### src/rtl/dmem_arbiter_if.sv
// Bus bundle for dmem_arbiter: core load/store port, DMA/debug loader
// port and the single data-memory port. The arbiter uses the slave view;
// whatever drives requests and models the memory uses the master view.
interface dmem_arbiter_if #(
  parameter int ADDR_W = 32,
  parameter int DATA_W = 32
);
  // Core port
  logic              C_REQ;
  logic              C_WE;
  logic [ADDR_W-1:0] C_ADDR;
  logic [DATA_W-1:0] C_WDATA;
  logic [DATA_W-1:0] C_RDATA;
  logic              C_STALL;
  // DMA / debug loader port
  logic              D_REQ;
  logic              D_WE;
  logic [ADDR_W-1:0] D_ADDR;
  logic [DATA_W-1:0] D_WDATA;
  logic [DATA_W-1:0] D_RDATA;
  logic              D_ACK;
  // Data memory port
  logic              M_EN;
  logic              M_WE;
  logic [ADDR_W-1:0] M_ADDR;
  logic [DATA_W-1:0] M_WDATA;
  logic [DATA_W-1:0] M_RDATA;

  modport slave (
    input  C_REQ, C_WE, C_ADDR, C_WDATA,
    output C_RDATA, C_STALL,
    input  D_REQ, D_WE, D_ADDR, D_WDATA,
    output D_RDATA, D_ACK,
    output M_EN, M_WE, M_ADDR, M_WDATA,
    input  M_RDATA
  );

  modport master (
    output C_REQ, C_WE, C_ADDR, C_WDATA,
    input  C_RDATA, C_STALL,
    output D_REQ, D_WE, D_ADDR, D_WDATA,
    input  D_RDATA, D_ACK,
    input  M_EN, M_WE, M_ADDR, M_WDATA,
    output M_RDATA
  );
endinterface

### src/rtl/dmem_arbiter.sv
// dmem_arbiter: shares one data-memory port (sync write, 1-cycle registered
// read) between the core load/store path and a DMA/debug loader.
// Core has fixed priority. With DMEM_ARB_STARVE_EN defined, a 4-bit wait
// counter forces a DMA grant once DMA has waited MAX_WAIT cycles; without
// it, DMA is served only when the core is not requesting.
module dmem_arbiter #(
  parameter int ADDR_W   = 32,
  parameter int DATA_W   = 32,
  parameter int MAX_WAIT = 4
) (
  input  logic           CLK,
  input  logic           RESET,
  dmem_arbiter_if.slave  bus
);

  typedef enum logic [1:0] {IDLE, CORE_RD, DMA_DONE} state_t;

  state_t            state, state_nxt;
  logic              gnt_core, gnt_dma;
  logic              dma_force;
  logic              dma_rd;
  logic [ADDR_W-1:0] sel_addr;
  logic [DATA_W-1:0] sel_wdata;

`ifdef DMEM_ARB_STARVE_EN
  localparam logic [3:0] WAIT_MAX = 4'(MAX_WAIT);
  logic [3:0] wait_cnt;

  // Count cycles DMA sits ungranted; saturate at the limit, clear on grant or drop.
  always_ff @(posedge CLK) begin
    if (RESET || !bus.D_REQ || gnt_dma) begin
      wait_cnt <= 4'd0;
    end else if (wait_cnt != WAIT_MAX) begin
      wait_cnt <= wait_cnt + 4'd1;
    end
  end

  assign dma_force = (wait_cnt == WAIT_MAX);
`else
  // Strict core priority: MAX_WAIT is never below 1, so this tie-off is always 0.
  assign dma_force = (MAX_WAIT == 0);
`endif

  // State register; reset abandons any in-flight read or DMA completion.
  always_ff @(posedge CLK) begin
    if (RESET) begin
      state <= IDLE;
    end else begin
      state <= state_nxt;
    end
  end

  // Remember whether the DMA access in flight is a read, to qualify D_RDATA.
  always_ff @(posedge CLK) begin
    if (RESET) begin
      dma_rd <= 1'b0;
    end else if (gnt_dma) begin
      dma_rd <= !bus.D_WE;
    end
  end

  // Arbitration, memory port drive, stall/ack outputs and next state.
  always_comb begin
    gnt_core  = 1'b0;
    gnt_dma   = 1'b0;
    state_nxt = IDLE;
    if (state == IDLE && !RESET) begin
      if (dma_force && bus.D_REQ) begin
        gnt_dma = 1'b1;
      end else if (bus.C_REQ) begin
        gnt_core = 1'b1;
      end else if (bus.D_REQ) begin
        gnt_dma = 1'b1;
      end
    end

    if (gnt_dma) begin
      state_nxt = DMA_DONE;
    end else if (gnt_core && !bus.C_WE) begin
      state_nxt = CORE_RD;
    end

    sel_addr    = gnt_dma ? bus.D_ADDR  : bus.C_ADDR;
    sel_wdata   = gnt_dma ? bus.D_WDATA : bus.C_WDATA;
    bus.M_EN    = gnt_core || gnt_dma;
    bus.M_WE    = (gnt_core && bus.C_WE) || (gnt_dma && bus.D_WE);
    bus.M_ADDR  = sel_addr;
    bus.M_WDATA = sel_wdata;

    // Core is frozen unless its write is taken now or its read data is here.
    if (RESET) begin
      bus.C_STALL = bus.C_REQ;
    end else begin
      bus.C_STALL = bus.C_REQ && !(gnt_core && bus.C_WE) && (state != CORE_RD);
    end

    bus.C_RDATA = '0;
    bus.D_RDATA = '0;
    bus.D_ACK   = 1'b0;
    if (!RESET && state == CORE_RD) begin
      bus.C_RDATA = bus.M_RDATA;
    end
    if (!RESET && state == DMA_DONE) begin
      bus.D_ACK = 1'b1;
      if (dma_rd) begin
        bus.D_RDATA = bus.M_RDATA;
      end
    end
  end

endmodule

### src/flat_wrapper.sv
// flat-port wrapper written by rule: the top's interface ports become plain ports
module dmem_arbiter_flat 
#(
  parameter int ADDR_W   = 32,
  parameter int DATA_W   = 32,
  parameter int MAX_WAIT = 4
)
  (CLK, RESET, bus_C_REQ, bus_C_WE, bus_C_ADDR, bus_C_WDATA, bus_C_RDATA, bus_C_STALL, bus_D_REQ, bus_D_WE, bus_D_ADDR, bus_D_WDATA, bus_D_RDATA, bus_D_ACK, bus_M_EN, bus_M_WE, bus_M_ADDR, bus_M_WDATA, bus_M_RDATA);
  dmem_arbiter_if #(.ADDR_W(ADDR_W), .DATA_W(DATA_W)) bus_i ();
  input  logic CLK;
  input  logic RESET;
  input wire logic [$bits(bus_i.C_REQ)-1:0] bus_C_REQ;
  input wire logic [$bits(bus_i.C_WE)-1:0] bus_C_WE;
  input wire logic [$bits(bus_i.C_ADDR)-1:0] bus_C_ADDR;
  input wire logic [$bits(bus_i.C_WDATA)-1:0] bus_C_WDATA;
  output wire logic [$bits(bus_i.C_RDATA)-1:0] bus_C_RDATA;
  output wire logic [$bits(bus_i.C_STALL)-1:0] bus_C_STALL;
  input wire logic [$bits(bus_i.D_REQ)-1:0] bus_D_REQ;
  input wire logic [$bits(bus_i.D_WE)-1:0] bus_D_WE;
  input wire logic [$bits(bus_i.D_ADDR)-1:0] bus_D_ADDR;
  input wire logic [$bits(bus_i.D_WDATA)-1:0] bus_D_WDATA;
  output wire logic [$bits(bus_i.D_RDATA)-1:0] bus_D_RDATA;
  output wire logic [$bits(bus_i.D_ACK)-1:0] bus_D_ACK;
  output wire logic [$bits(bus_i.M_EN)-1:0] bus_M_EN;
  output wire logic [$bits(bus_i.M_WE)-1:0] bus_M_WE;
  output wire logic [$bits(bus_i.M_ADDR)-1:0] bus_M_ADDR;
  output wire logic [$bits(bus_i.M_WDATA)-1:0] bus_M_WDATA;
  input wire logic [$bits(bus_i.M_RDATA)-1:0] bus_M_RDATA;
  assign bus_i.C_REQ = bus_C_REQ;
  assign bus_i.C_WE = bus_C_WE;
  assign bus_i.C_ADDR = bus_C_ADDR;
  assign bus_i.C_WDATA = bus_C_WDATA;
  assign bus_C_RDATA = bus_i.C_RDATA;
  assign bus_C_STALL = bus_i.C_STALL;
  assign bus_i.D_REQ = bus_D_REQ;
  assign bus_i.D_WE = bus_D_WE;
  assign bus_i.D_ADDR = bus_D_ADDR;
  assign bus_i.D_WDATA = bus_D_WDATA;
  assign bus_D_RDATA = bus_i.D_RDATA;
  assign bus_D_ACK = bus_i.D_ACK;
  assign bus_M_EN = bus_i.M_EN;
  assign bus_M_WE = bus_i.M_WE;
  assign bus_M_ADDR = bus_i.M_ADDR;
  assign bus_M_WDATA = bus_i.M_WDATA;
  assign bus_i.M_RDATA = bus_M_RDATA;
  dmem_arbiter #(.ADDR_W(ADDR_W), .DATA_W(DATA_W), .MAX_WAIT(MAX_WAIT)) u_core (.CLK(CLK), .RESET(RESET), .bus(bus_i));
endmodule
### config.mk
export PLATFORM = sky130hd
export DESIGN_NAME = dmem_arbiter_flat
export DESIGN_NICKNAME = d
export VERILOG_FILES = /design/src/rtl/dmem_arbiter_if.sv /design/src/rtl/dmem_arbiter.sv /design/src/flat_wrapper.sv
export SDC_FILE = /design/constraint.sdc
export NUM_CORES = 1
export LEC_CHECK = 0
export BUFFER_PORTS_ARGS = -buffer_cell sky130_fd_sc_hd__clkbuf_2
export CAP_MARGIN = 0
export CORE_AREA = 2 2 115 117
export CTS_BUF_LIST = sky130_fd_sc_hd__clkbuf_8
export DETAILED_ROUTE_END_ITERATION = 16
export DIE_AREA = 0 0 117 119
export GPL_ROUTABILITY_DRIVEN = 0
export HOLD_SLACK_MARGIN = 0.06
export MAX_ROUTING_LAYER = met4
export PLACE_DENSITY_LB_ADDON = 0.12
export SLEW_MARGIN = 25
export SYNTH_ARGS = -nofsm -noshare
export SYNTH_HDL_FRONTEND = slang
export SYNTH_SLANG_ARGS = --single-unit
### constraint.sdc
create_clock -name CLK -period 4.79 [get_ports CLK]
set_input_delay 0.7185 -clock CLK [delete_from_list [all_inputs] [get_ports CLK]]
set_output_delay 0.7185 -clock CLK [all_outputs]
set_load 0.02 [all_outputs]
### Word level (Yosys, flattened, before mapping)

Index checks and enable logic that the tools add are counted.

| storage, ports and cells | value |
|---|---|
| flip-flop bits (word level) | 3 |
| input port bits | 166 |
| word-level logic and storage cells | 36 |

| cells by class | value |
|---|---|
| equality and inequality tests | 3 |
| multiplexer cells | 14 |
| reduce and logical (&&, ||, !) cells | 16 |

Operators with widths:

| cell | count |
|---|---|
| $mux 32 | 5 |
| $logic_and 1x1->1 | 8 |
| $mux 1 | 8 |
| $logic_not 1->1 | 4 |
| $eq 2x1->1 const B | 1 |
| $eq 2x2->1 const B | 1 |
| $logic_not 2->1 | 1 |
| $logic_or 1x1->1 | 2 |
| $mux 2 | 1 |
| $ne 2x1->1 const B | 1 |
| $reduce_or 2->1 | 1 |

### Depth between registers and ports, before layout

| logic depth | value |
|---|---|
| word-level depth | 8 |
| depth in mapped cells | 5 |

### Worst setup path after synthesis

OpenSTA, ideal clock, no wires.

| path | value |
|---|---|
| kind | input -> output |
| start | input port bus_D_REQ |
| end | output port bus_M_ADDR[0] |
| data arrival time | 1697 ps |
| data required time | 4072 ps |
| slack | 2375 ps |
| cell stages on the path | 5 |
| path buffers | 2 |
| path through | nor2b_1 > and2_4 > buf_8 > buf_12 > mux2_4 |

| between the ends | value |
|---|---|
| longest elaborated chain between the ends | 4 |

Ends and longest elaborated chain:

| element | RTL line | text |
|---|---|---|
| from (decl) | flat_wrapper.sv:18 | `input wire logic [$bits(bus_i.D_REQ)-1:0] bus_D_REQ;` |
| $mux 1 | dmem_arbiter.sv:72 | `end else if (bus.D_REQ) begin` |
| $mux 1 | dmem_arbiter.sv:70 | `end else if (bus.C_REQ) begin` |
| $mux 1 | dmem_arbiter.sv:67 | `if (state == IDLE && !RESET) begin` |
| $mux 32 | dmem_arbiter.sv:83 | `sel_addr = gnt_dma ? bus.D_ADDR : bus.C_ADDR;` |
| to (decl) | flat_wrapper.sv:26 | `output wire logic [$bits(bus_i.M_ADDR)-1:0] bus_M_ADDR;` |

No other way between the ends.

### Worst setup path in the final report

| path | value |
|---|---|
| start | input port bus_C_REQ |
| end | output port bus_M_ADDR[16] |

| between the ends | value |
|---|---|
| longest elaborated chain between the ends | 3 |

Ends and longest elaborated chain:

| element | RTL line | text |
|---|---|---|
| from (decl) | flat_wrapper.sv:12 | `input wire logic [$bits(bus_i.C_REQ)-1:0] bus_C_REQ;` |
| $mux 1 | dmem_arbiter.sv:70 |  |
| $mux 1 | dmem_arbiter.sv:67 |  |
| $mux 32 | dmem_arbiter.sv:83 |  |

No other way between the ends.

==> results_tabular.tex <==
\begin{tabular}{lr}
\hline
Metric & Value \\
\hline
\multicolumn{2}{l}{\textbf{Outcome}} \\
Run status & complete, no violations \\
\multicolumn{2}{l}{\textbf{Clock tree}} \\
TritonCTS Buffers & 3 \\
Number of sinks on the clock net & 3 \\
Hold buffer count at cts & 0 \\
Clock root buffer & sky130\_fd\_sc\_hd\_\_clkbuf\_8 \\
Clock tree buffer depth & 2 \\
Number of setup buffers added after CTS & 0 \\
TritonCTS clock tree & done \\
H-tree levels & 1 \\
Clk pin slew, worst setup/hold paths & 0.03 ns \\
Clk Latency, worst-skew pair & 0.22 ns \\
Count of instances resized after the clock tree is built & 0 \\
\multicolumn{2}{l}{\textbf{Worst setup path}} \\
Slowest Stage Delay on Critical Path & 0.51 ns \\
Data arrival time of the worst path & 2.49 ns \\
Startpoint types & input pin \\
Cell Chain, Critical Path & clkbuf\_2 -> nor2b\_1 -> and2\_4 -> buf\_4 -> mux2\_4 -> clkbuf\_2 \\
Class of the most critical setup path & in -> out \\
Critical path data required time & 4.07 ns \\
Cell type of the slowest stage on the worst timing path & sky130\_fd\_sc\_hd\_\_and2\_4 \\
R2r worst-path depth & 3 \\
Most common cell type on the critical path & sky130\_fd\_sc\_hd\_\_clkbuf\_2 \\
Critical Path Fanout Max & 37 \\
Kind of capture point of the worst setup path & primary output \\
Crit Reg-Reg Endpoint & u\_core.dma\_rd \\
Worst reg2reg path startpoint & u\_core.state[1] \\
Buffering stage count on the worst path with inverters included & 3 \\
Largest delay contributor family on the critical path & simple AND/OR/NAND/NOR gates \\
Setup slack of the most critical reg-to-reg path & 3.40 ns \\
\multicolumn{2}{l}{\textbf{Synth}} \\
Mean area per synthesized cell & 9.72 µm² \\
Netlist area before placement & 1570 µm² \\
Synth Instances & 162 \\
Yosys synthesis warning count & 0 \\
Total nets after synthesis & 328 \\
Sequential area share after synthesis & 3.82\% \\
Register bit count reported by yosys & 3 \\
Distinct cells, synth & 21 \\
\multicolumn{2}{l}{\textbf{Hold path}} \\
Worst hold path endpoint & u\_core.state[0] \\
Worst hold path type & reg -> reg \\
HP Start & u\_core.state[1] \\
Cell depth of the worst hold path & 2 \\
\multicolumn{2}{l}{\textbf{Die}} \\
Die extent in x & 117 µm \\
Full die area & 13,900 µm² \\
Overall die height & 119 µm \\
Number of core rows & 42 \\
Initial Utilization & 12.2\% \\
Top-Level Pins & 298 \\
Placeable core region & 12,900 µm² \\
\multicolumn{2}{l}{\textbf{Drt}} \\
Detail-routed via count per cell & 3.81 \\
Detailed-routing wirelength on met1 & 2570 µm \\
Max layer used & met4 \\
Sum of met3 wire segment lengths after detailed routing & 779 µm \\
Met2 routed wirelength & 4330 µm \\
DRT iter0 DRCs & 32 \\
Number of detailed-route iterations in the first pass & 4 \\
Remaining routing DRC violations & 0 \\
Post-detailed-route wirelength per cell & 12.3 µm \\
Vias & 2,389 \\
Count of antenna-violating nets left after detailed routing & 0 \\
Total Wirelength & 7720 µm \\
\multicolumn{2}{l}{\textbf{Placement}} \\
Count of buffers from port buffering & 297 \\
Half-perimeter wire length after detailed placement & 6800 µm \\
Setup WS pre-CTS & 1.56 ns \\
Total placed cells including tap cells & 623 \\
\multicolumn{2}{l}{\textbf{Final layout}} \\
Layout cell share with drive strength beyond 1 & 82.5\% \\
Most frequent standard cell in the layout excluding fill and tap cells & sky130\_fd\_sc\_hd\_\_clkbuf\_2 \\
Area used by sequential logic in the layout & 60.1 µm² \\
Count of inserted antenna diode cells & 0 \\
NumNets Final & 618 \\
Signed area change from the synthesized netlist to the final layout & 104\% \\
Total area of multi-input combinational cells & 1370 µm² \\
Final standard cell count with taps included and fillers excluded & 627 \\
Commonest non-fill, non-tap cells in the layout & sky130\_fd\_sc\_hd\_\_clkbuf\_2, sky130\_fd\_sc\_hd\_\_mux2\_4, sky130\_fd\_sc\_hd\_\_and3\_1, sky130\_fd\_sc\_hd\_\_and2\_1, sky130\_fd\_sc\_hd\_\_mux2\_2 \\
Fill cell total of the finished layout & 1,446 \\
\multicolumn{2}{l}{\textbf{Power}} \\
Overall power & 361 µW \\
Peak supply drop & 0.0910 mV \\
Static leakage & 0.00203 µW \\
Total power divided by cell area & 112 nW/µm² \\
\multicolumn{2}{l}{\textbf{Global route}} \\
Via count of the first global-routing pass & 2,227 \\
Initial antenna violation count & 0 \\
First-pass GRT wire length & 10,500 µm \\
Grt ovf & 0 \\
Total Routing Usage GR & 9.82\% \\
Pin count of the biggest net entering global routing & 38 \\
\multicolumn{2}{l}{\textbf{Job}} \\
Number of max-capacitance violations reported & 0 \\
\multicolumn{2}{l}{\textbf{Timing}} \\
Slew of the pin with the lowest slew margin & 0.878 ns \\
Final Max Tran Viols & 0 \\
Setup ws final & 1.58 ns \\
Fin crit period & 3.21 ns \\
Maximum operating frequency & 311 MHz \\
Number of hold violations in the final report & 0 \\
Total negative slack & 0 ns \\
Headroom to the max-slew limit & 41.4\% \\
Layout Skew & 0.00613 ns \\
Setup violators final & 0 \\
RSZ-0062 raised after global routing & no \\
Crit share post-route & 67.1\% \\
\hline
\end{tabular}
-- metal layers --
metal  global-route usage, %  vias to the layer above
li1                        -                     1157
met1                    8.77                     1064
met2                    21.4                      164
met3                    1.12                        4
met4                    1.32                        0
met5                       -                        -
-- worst max-delay path by stage --
| stage | startpoint | to | depth (start not counted) |
|---|---|---|---|
| floorplan | bus_D_REQ | bus_M_ADDR[0] | 5 |
| global placement | bus_C_REQ | bus_M_WDATA[16] | 6 |
| detailed placement | bus_C_REQ | bus_M_ADDR[16] | 6 |
| CTS | bus_C_REQ | bus_M_ADDR[16] | 6 |
| global route | RESET | bus_M_WDATA[16] | 6 |
| finish | bus_C_REQ | bus_M_ADDR[16] | 6 |
-- final cells by class --
type	count	area share, %
sequential	3	1.87
clock buffer	3	1.28
tap	176	6.85
clock inverter	1	0.117
timing repair buffer	301	47.1
inverter	1	0.117
multi-input combinational	142	42.6
-- cell families (layout without fill, tap and decap cells) --
kind of cell / Yosys count / count (layout) / share of synthesized area (%)
and+or+nand+nor: 74 / 74 / 29.7
muxes: 64 / 64 / 55.3
buffers and inverters: 17 / 306 / 9.38
AOI/OAI and AO/OA: 4 / 4 / 1.75
DFF: 3 / 3 / 3.82
-- cells in the mapped netlist, drive strengths merged --
master	instances	area share [%]
a211oi	2	0.95
a21oi	1	0.32
a22oi	1	0.48
and2	33	13
and3	32	13
buf	7	7.0
clkbuf	9	2.1
dfxtp	3	3.8
inv	1	0.24
mux2	64	55
nor2	3	0.72
nor2b	1	0.40
nor3	2	0.95
nor3b	2	1.3
or3	1	0.40
-- per-stage QoR --
stage,hold WS [ns],util [%],instance area (µm²)
3_3_place_gp,0.673,24.6,3170
4_1_cts,0.682,25.0,3220
6_report,0.675,25.0,3220
2_1_floorplan,0.524,-,1570
5_1_grt,0.726,25.0,3220
3_5_place_dp,0.656,24.6,3170
-- power by group --
part           total (µW)  internal (µW)  switching, µW
Clock                73.5           54.7           18.8
Combinational         257            132            126
Sequential           30.3           26.3           3.99
-- worst min-delay path, cell delays in order, from the launching register on --
cell                      delay (ns)
sky130_fd_sc_hd__dfxtp_1        0.39
sky130_fd_sc_hd__or3_1          0.18
sky130_fd_sc_hd__nor3_1         0.05
-- flip-flops by register name, summed over array words and instances, names as in the netlist --
| register | count |
|---|---|
| u_core.state | 2 |
| u_core.dma_rd | 1 |
Note: power is estimated with default switching activity, not from simulation.
